**config.mk**
```make
export PLATFORM = sky130hd
export DESIGN_NAME = score_segment_encoder
export DESIGN_NICKNAME = d
export VERILOG_FILES = /design/src/rtl/pong_pkg.sv /design/src/rtl/seg7_encode.sv /design/src/rtl/score_segment_encoder.sv
export SDC_FILE = /design/constraint.sdc
export NUM_CORES = 1
export LEC_CHECK = 0
export CORE_MARGIN = 1.5
export CORE_UTILIZATION = 55
export DETAILED_ROUTE_END_ITERATION = 7
export DONT_BUFFER_PORTS = 1
export HOLD_SLACK_MARGIN = 0.15
export PLACE_DENSITY_LB_ADDON = 0.3
export SYNTH_ARGS = -nofsm -noshare
export SYNTH_HDL_FRONTEND = slang
export SYNTH_HIERARCHICAL = 1
export SYNTH_SLANG_ARGS = --single-unit
export TNS_END_PERCENT = 100
```
**constraint.sdc**
```tcl
create_clock -name i_clk -period 4.2 [get_ports i_clk]
set_clock_uncertainty 0.2 [all_clocks]
set_input_delay 0.84 -clock i_clk [delete_from_list [all_inputs] [get_ports i_clk]]
set_output_delay 0.84 -clock i_clk [all_outputs]
set_load 0.02 [all_outputs]
```
**src/rtl/pong_pkg.sv**
```systemverilog
// Shared definitions for the pong score display.
// Holds the seven-segment codes, the segment bit positions, the score and
// frame-counter widths, and the PLAY/GAME_OVER state encoding.
package pong_pkg;

    localparam int unsigned SCORE_W = 4;
    localparam int unsigned FRAME_W = 5;
    localparam int unsigned SEG_W   = 7;

    // Segment bit positions within a 7-bit mask
    localparam int unsigned SEG_BIT_TOP   = 0;
    localparam int unsigned SEG_BIT_UL    = 1;
    localparam int unsigned SEG_BIT_UR    = 2;
    localparam int unsigned SEG_BIT_MID   = 3;
    localparam int unsigned SEG_BIT_LL    = 4;
    localparam int unsigned SEG_BIT_LR    = 5;
    localparam int unsigned SEG_BIT_BOT   = 6;

    localparam logic [SEG_W-1:0] SEG_0     = 7'h77;
    localparam logic [SEG_W-1:0] SEG_1     = 7'h24;
    localparam logic [SEG_W-1:0] SEG_2     = 7'h5D;
    localparam logic [SEG_W-1:0] SEG_3     = 7'h6D;
    localparam logic [SEG_W-1:0] SEG_4     = 7'h2E;
    localparam logic [SEG_W-1:0] SEG_5     = 7'h6B;
    localparam logic [SEG_W-1:0] SEG_6     = 7'h7B;
    localparam logic [SEG_W-1:0] SEG_7     = 7'h25;
    localparam logic [SEG_W-1:0] SEG_8     = 7'h7F;
    localparam logic [SEG_W-1:0] SEG_9     = 7'h6F;
    localparam logic [SEG_W-1:0] SEG_BLANK = 7'h00;

    typedef enum logic [0:0] {
        StPlay     = 1'b0,
        StGameOver = 1'b1
    } state_e;

endpackage

```
**src/rtl/seg7_encode.sv**
```systemverilog
// Combinational 4-bit value to seven-segment mask encoder.
// Ports:
//   i_value : 4-bit value to display (10..15 render blank)
//   o_seg   : 7-bit segment mask (bit0 top ... bit6 bottom)
module seg7_encode
    import pong_pkg::*;
(
    input  logic [SCORE_W-1:0] i_value,
    output logic [SEG_W-1:0]   o_seg
);

    always_comb begin
        o_seg = SEG_BLANK;
        case (i_value)
            4'd0:    o_seg = SEG_0;
            4'd1:    o_seg = SEG_1;
            4'd2:    o_seg = SEG_2;
            4'd3:    o_seg = SEG_3;
            4'd4:    o_seg = SEG_4;
            4'd5:    o_seg = SEG_5;
            4'd6:    o_seg = SEG_6;
            4'd7:    o_seg = SEG_7;
            4'd8:    o_seg = SEG_8;
            4'd9:    o_seg = SEG_9;
            default: o_seg = SEG_BLANK;
        endcase
    end

endmodule

```
**src/rtl/score_segment_encoder.sv**
```systemverilog
// Pong score keeper and seven-segment digit driver.
// Counts rising edges on the point inputs, ends the game when a player
// reaches WIN_SCORE, and refreshes the two digit registers once per video
// frame. While the game is over the winner's digit blinks with a 32-frame
// period (16 frames on, 16 blank).
// Ports:
//   i_clk, i_reset     : clock, synchronous active-high reset
//   i_point_left/right : point inputs, one point per rising edge
//   i_frame_start      : one-cycle pulse per frame, triggers digit refresh
//   i_restart          : clear scores and start a new game
//   o_digit_left/right : registered segment masks
//   o_game_over        : high while a player has won
//   o_winner           : 0 = left, 1 = right (valid with o_game_over)
module score_segment_encoder
    import pong_pkg::*;
#(
    parameter int unsigned WIN_SCORE = 9
)
(
    input  logic             i_clk,
    input  logic             i_reset,
    input  logic             i_point_left,
    input  logic             i_point_right,
    input  logic             i_frame_start,
    input  logic             i_restart,
    output logic [SEG_W-1:0] o_digit_left,
    output logic [SEG_W-1:0] o_digit_right,
    output logic             o_game_over,
    output logic             o_winner
);

    localparam logic [SCORE_W-1:0] WIN = SCORE_W'(WIN_SCORE);

    state_e             r_state, w_state_next;
    logic [SCORE_W-1:0] r_score_left, r_score_right;
    logic [SCORE_W-1:0] w_score_left_next, w_score_right_next;
    logic               r_prev_left, r_prev_right;
    logic               w_left_edge, w_right_edge;
    logic               r_winner, w_winner_next;
    logic [FRAME_W-1:0] r_frame_cnt, w_frame_cnt_next, w_frame_cnt_inc;
    logic [SEG_W-1:0]   w_seg_left, w_seg_right;
    logic [SEG_W-1:0]   r_digit_left, r_digit_right;
    logic [SEG_W-1:0]   w_digit_left_next, w_digit_right_next;
    logic               w_blank_left, w_blank_right;

    assign w_left_edge     = i_point_left & ~r_prev_left;
    assign w_right_edge    = i_point_right & ~r_prev_right;
    assign w_frame_cnt_inc = r_frame_cnt + 1'b1;

    seg7_encode u_seg_left (
        .i_value (r_score_left),
        .o_seg   (w_seg_left)
    );

    seg7_encode u_seg_right (
        .i_value (r_score_right),
        .o_seg   (w_seg_right)
    );

    // Next-state: scores, FSM, winner and frame counter
    always_comb begin
        w_state_next       = r_state;
        w_score_left_next  = r_score_left;
        w_score_right_next = r_score_right;
        w_winner_next      = r_winner;
        w_frame_cnt_next   = i_frame_start ? w_frame_cnt_inc : r_frame_cnt;

        if (i_restart) begin
            // Restart wins over any same-cycle point, which is dropped
            w_state_next       = StPlay;
            w_score_left_next  = '0;
            w_score_right_next = '0;
            w_winner_next      = 1'b0;
            w_frame_cnt_next   = '0;
        end else begin
            case (r_state)
                StPlay: begin
                    if (w_left_edge && (r_score_left < WIN)) begin
                        w_score_left_next = r_score_left + 1'b1;
                    end
                    if (w_right_edge && (r_score_right < WIN)) begin
                        w_score_right_next = r_score_right + 1'b1;
                    end
                    // Left is checked first so a simultaneous win goes to left
                    if (w_score_left_next == WIN) begin
                        w_state_next     = StGameOver;
                        w_winner_next    = 1'b0;
                        w_frame_cnt_next = '0;
                    end else if (w_score_right_next == WIN) begin
                        w_state_next     = StGameOver;
                        w_winner_next    = 1'b1;
                        w_frame_cnt_next = '0;
                    end
                end
                StGameOver: begin
                    // Points ignored, scores held until restart
                end
                default: w_state_next = StPlay;
            endcase
        end
    end

    // Digit refresh. Blink phase uses the post-increment frame count so that
    // frames 1-15 after game over show the digit and frames 16-31 blank it.
    always_comb begin
        w_blank_left  = (r_state == StGameOver) && !r_winner && w_frame_cnt_inc[FRAME_W-1];
        w_blank_right = (r_state == StGameOver) && r_winner && w_frame_cnt_inc[FRAME_W-1];

        w_digit_left_next  = r_digit_left;
        w_digit_right_next = r_digit_right;
        if (i_frame_start) begin
            w_digit_left_next  = w_blank_left ? SEG_BLANK : w_seg_left;
            w_digit_right_next = w_blank_right ? SEG_BLANK : w_seg_right;
        end
    end

    always_ff @(posedge i_clk) begin
        if (i_reset) begin
            r_state       <= StPlay;
            r_score_left  <= '0;
            r_score_right <= '0;
            // History set high so an input held through reset is not a point
            r_prev_left   <= 1'b1;
            r_prev_right  <= 1'b1;
            r_winner      <= 1'b0;
            r_frame_cnt   <= '0;
            r_digit_left  <= SEG_0;
            r_digit_right <= SEG_0;
        end else begin
            r_state       <= w_state_next;
            r_score_left  <= w_score_left_next;
            r_score_right <= w_score_right_next;
            r_prev_left   <= i_point_left;
            r_prev_right  <= i_point_right;
            r_winner      <= w_winner_next;
            r_frame_cnt   <= w_frame_cnt_next;
            r_digit_left  <= w_digit_left_next;
            r_digit_right <= w_digit_right_next;
        end
    end

    assign o_digit_left  = r_digit_left;
    assign o_digit_right = r_digit_right;
    assign o_game_over   = (r_state == StGameOver);
    assign o_winner      = r_winner;

endmodule

```
==> impl_metrics.csv <==
group,metric,value,unit
sta,timing.final.crit_share,54.7,%
synth,synth-seq-area-share,33.8,%
synth,synth-adder-area-share,11.6,%
route,wl_per_cell,13.7,um
critical_path,worstPathArrival,2.28,ns
synth,synth_area,1840,um^2
clock_network,cts_hold_buf,0,
sta,timing.hold.ws,0.359,ns
grt,gr-total-overflow,0,
synth,synth_top_family_by_area,"compound AO/OA/AOI/OAI gates",
outcome,status,"complete, no violations",
final_layout,area_growth,5.24,%
clock_network,htree_levels,2,
power,totalPowerFinal,0.545,mW
job,maxCapViolCount,0,
synth,synth_edf_count,0,
die,die_w,60.8,um
critical_path,startpoint_type,"flop",
power,p_leak,0.697,nW
synth,ys_top_cells_by_area,"dfxtp_1 34%, ha_1 12%, o21ai_0 5.4%",
placement,port_buffers,0,
critical_path,crit_path_end_kind,"flop",
route,drc,0,
sta,setup_ws,1.90,ns
sta,timing.final.max_slew_violations,0,
die,num_io_pins,22,
synth,synth_top_area_share,33.8,%
critical_path,critPathRequiredTime,4.19,ns
sta,finalSetupViolCount,0,
clock_network,cts_setup_buffers,0,
sta,final_hold_viol_count,0,
placement,dp_slack,1.93,ns
synth,synth_simple_gate_area_share,17.4,%
clock_network,cts_inserted_buffers,5,
critical_path,path_max_fanout,10,
synth,synth-main-ff-cell,"dfxtp_1",
route,num_vias,1472,
sta,fmax,435,MHz
sta,timing.slew.headroom,56.4,%
die,core_area,3100,um^2
grt,grt_pass1_vias,1385,
grt,grt_max_degree,21,
route,drt_iter0_markers,38,
hold_path,hold_class,"reg2reg",
clock_network,clockBufferDepth,2,
synth,synth.distinct_cells,47,
grt,grt_pass1_wl,5600,um
die,num_rows,20,
clock_network,insertion_delay,0.33,ns
clock_network,ctsResizeCount,0,
synth,syn-instance-count,211,
sta,tightest_slew,0.635,ns
synth,syn_nets,234,
critical_path,path_class,"reg2reg",
power,switching_share,23.7,%
die,die_h,60.8,um
clock_network,cts-root-buf,"clkbuf_4",
power,seq_power_share,57.9,%
final_layout,drive_gt1_share,12.3,%
power,power_density,282,nW/um^2
power,internal_power,0.416,mW
placement,dp_hpwl,2680,um
placement,gp_congestion,0.836,
synth,synth_xor_area_share,4.29,%
synth,async_reset_ff_share,0,%
clock_network,clk_pin_slew,0.09,ns
sta,setup_tns,0,ns
route,drt-pass1-iter-count,4,
route,ant_nets,0,
final_layout,final_nets,234,
route,vias_per_cell,5.75,
sta,rsz0062_at_grt,"false",
power,p_sw,0.129,mW
power,combinationalPowerShare,5.9,%
synth,synth_top_area_cell,"dfxtp_1",
synth,avgSynthCellArea,8.71,um^2
synth,yosys-mux-area-fraction,2.93,%
die,dieArea,3700,um^2
synth,synth_compound_area_share,24.6,%
synth,yosys_warnings,6,
power,power_frac_clock,36.2,%
power,ir_drop,155,uV
clock_network,cts.sink_count,31,
final_layout,n_antenna_cell,0,
route,wl,3500,um
sta,period_needed,2.30,ns
grt,antenna_found_initial,0,
clock_network,cts_tree,"done",
synth,ys_seq_elements,31,
grt,grt_usage,20.4,%
die,start_util,59.2,%
## stage by stage
step	cells	instance area, um^2	utilization, %
final	256	1930	62.3
after global routing	256	1930	62.3
after CTS	256	1930	62.3
after detailed placement	248	1870	60.1
after global placement	248	1870	60.1
after floorplan	211	1840	-
## cells in the mapped netlist, types with 3 or more instances
master	n
dfxtp_1	31
o21ai_0	20
inv_1	19
a21oi_1	17
ha_1	17
nand2_1	16
nor2_1	11
clkbuf_1	6
xnor2_1	5
a2111oi_1	4
mux2i_1	4
nand4_1	4
xor2_1	4
a21oi_2	3
nand2b_1	3
nor3_1	3
or2_2	3
## critical path: stages, from the launching register on
cell and delay [ns]:
dfxtp_1 0.58, inv_1 0.14, ha_1 0.27, nand4b_1 0.14
nand3_1 0.09, mux2i_1 0.52, a2111oi_1 0.21
## logic make-up (layout without fill, tap and decap cells)
| logic type | count (synthesis) | count (layout) |
|---|---|---|
| xor+xnor | 9 | 9 |
| compound gates | 67 | 67 |
| simple gates | 56 | 56 |
| buf+inv | 26 | 27 |
| fa+ha+maj | 17 | 17 |
| mux | 5 | 5 |
| flops | 31 | 31 |
## cells in the final DEF (no fill, tap or decap), drive strengths merged, types with 3 or more instances in the layout
cell type,Yosys,layout
a21oi,20,20
or2,3,3
ha,17,17
mux2i,5,5
o22ai,4,4
nand2,17,17
inv,19,19
nor3,3,3
nor2b,4,4
nand2b,4,4
nor2,12,12
clkbuf,6,8
xor2,4,4
o21ai,23,23
a2111oi,5,5
xnor2,5,5
nand4,4,4
dfxtp,31,31
## power groups by stage
stage	logic (mW)	registers [mW]	clock network, mW
floorplan	0.0318	0.321	0
global placement	0.0306	0.322	0
detailed placement	0.0323	0.323	0
CTS	0.0323	0.316	0.200
global route	0.0364	0.317	0.214
finish	0.0320	0.316	0.197
## per-layer routing
| metal | up-vias | global-route usage, % | wire length, um |
|---|---|---|---|
| met5 | - | 0 | 0 |
| met4 | 0 | 10.6 | 59 |
| met1 | 677 | 22.0 | 1540 |
| li1 | 744 | - | - |
| met3 | 10 | 6.40 | 240 |
| met2 | 41 | 35.6 | 1660 |
## worst paths after layout
| path | startpoint | end | slack [ns] | cells after the start |
|---|---|---|---|---|
| hold reg to reg | o_digit_right[3]$_SDFFE_PP0P_ | o_digit_right[3]$_SDFFE_PP0P_ | 0.36 | 2 |
| setup / recovery | r_score_right[1]$_SDFFE_PP0N_ | r_frame_cnt[4]$_SDFF_PP0_ | 1.90 | 6 |
| setup reg to reg | r_score_right[1]$_SDFFE_PP0N_ | r_frame_cnt[4]$_SDFF_PP0_ | 1.90 | 6 |
| hold / removal | o_digit_right[3]$_SDFFE_PP0P_ | o_digit_right[3]$_SDFFE_PP0P_ | 0.36 | 2 |
## layout make-up
cell class	count	area (um^2)
inverter	19	71.3
multi-input combinational	154	1120
clock buffer	8	68.8
fill	287	1170
tap	44	55.1
sequential	31	621
## flip-flops by register name, summed over array words and instances, names as in the netlist
name,count
o_game_over,1
r_prev_left,1
r_frame_cnt,5
o_digit_right,7
o_digit_left,7
o_winner,1
r_score_left,4
r_prev_right,1
r_score_right,4
Note: power is estimated with default switching activity, not from simulation.
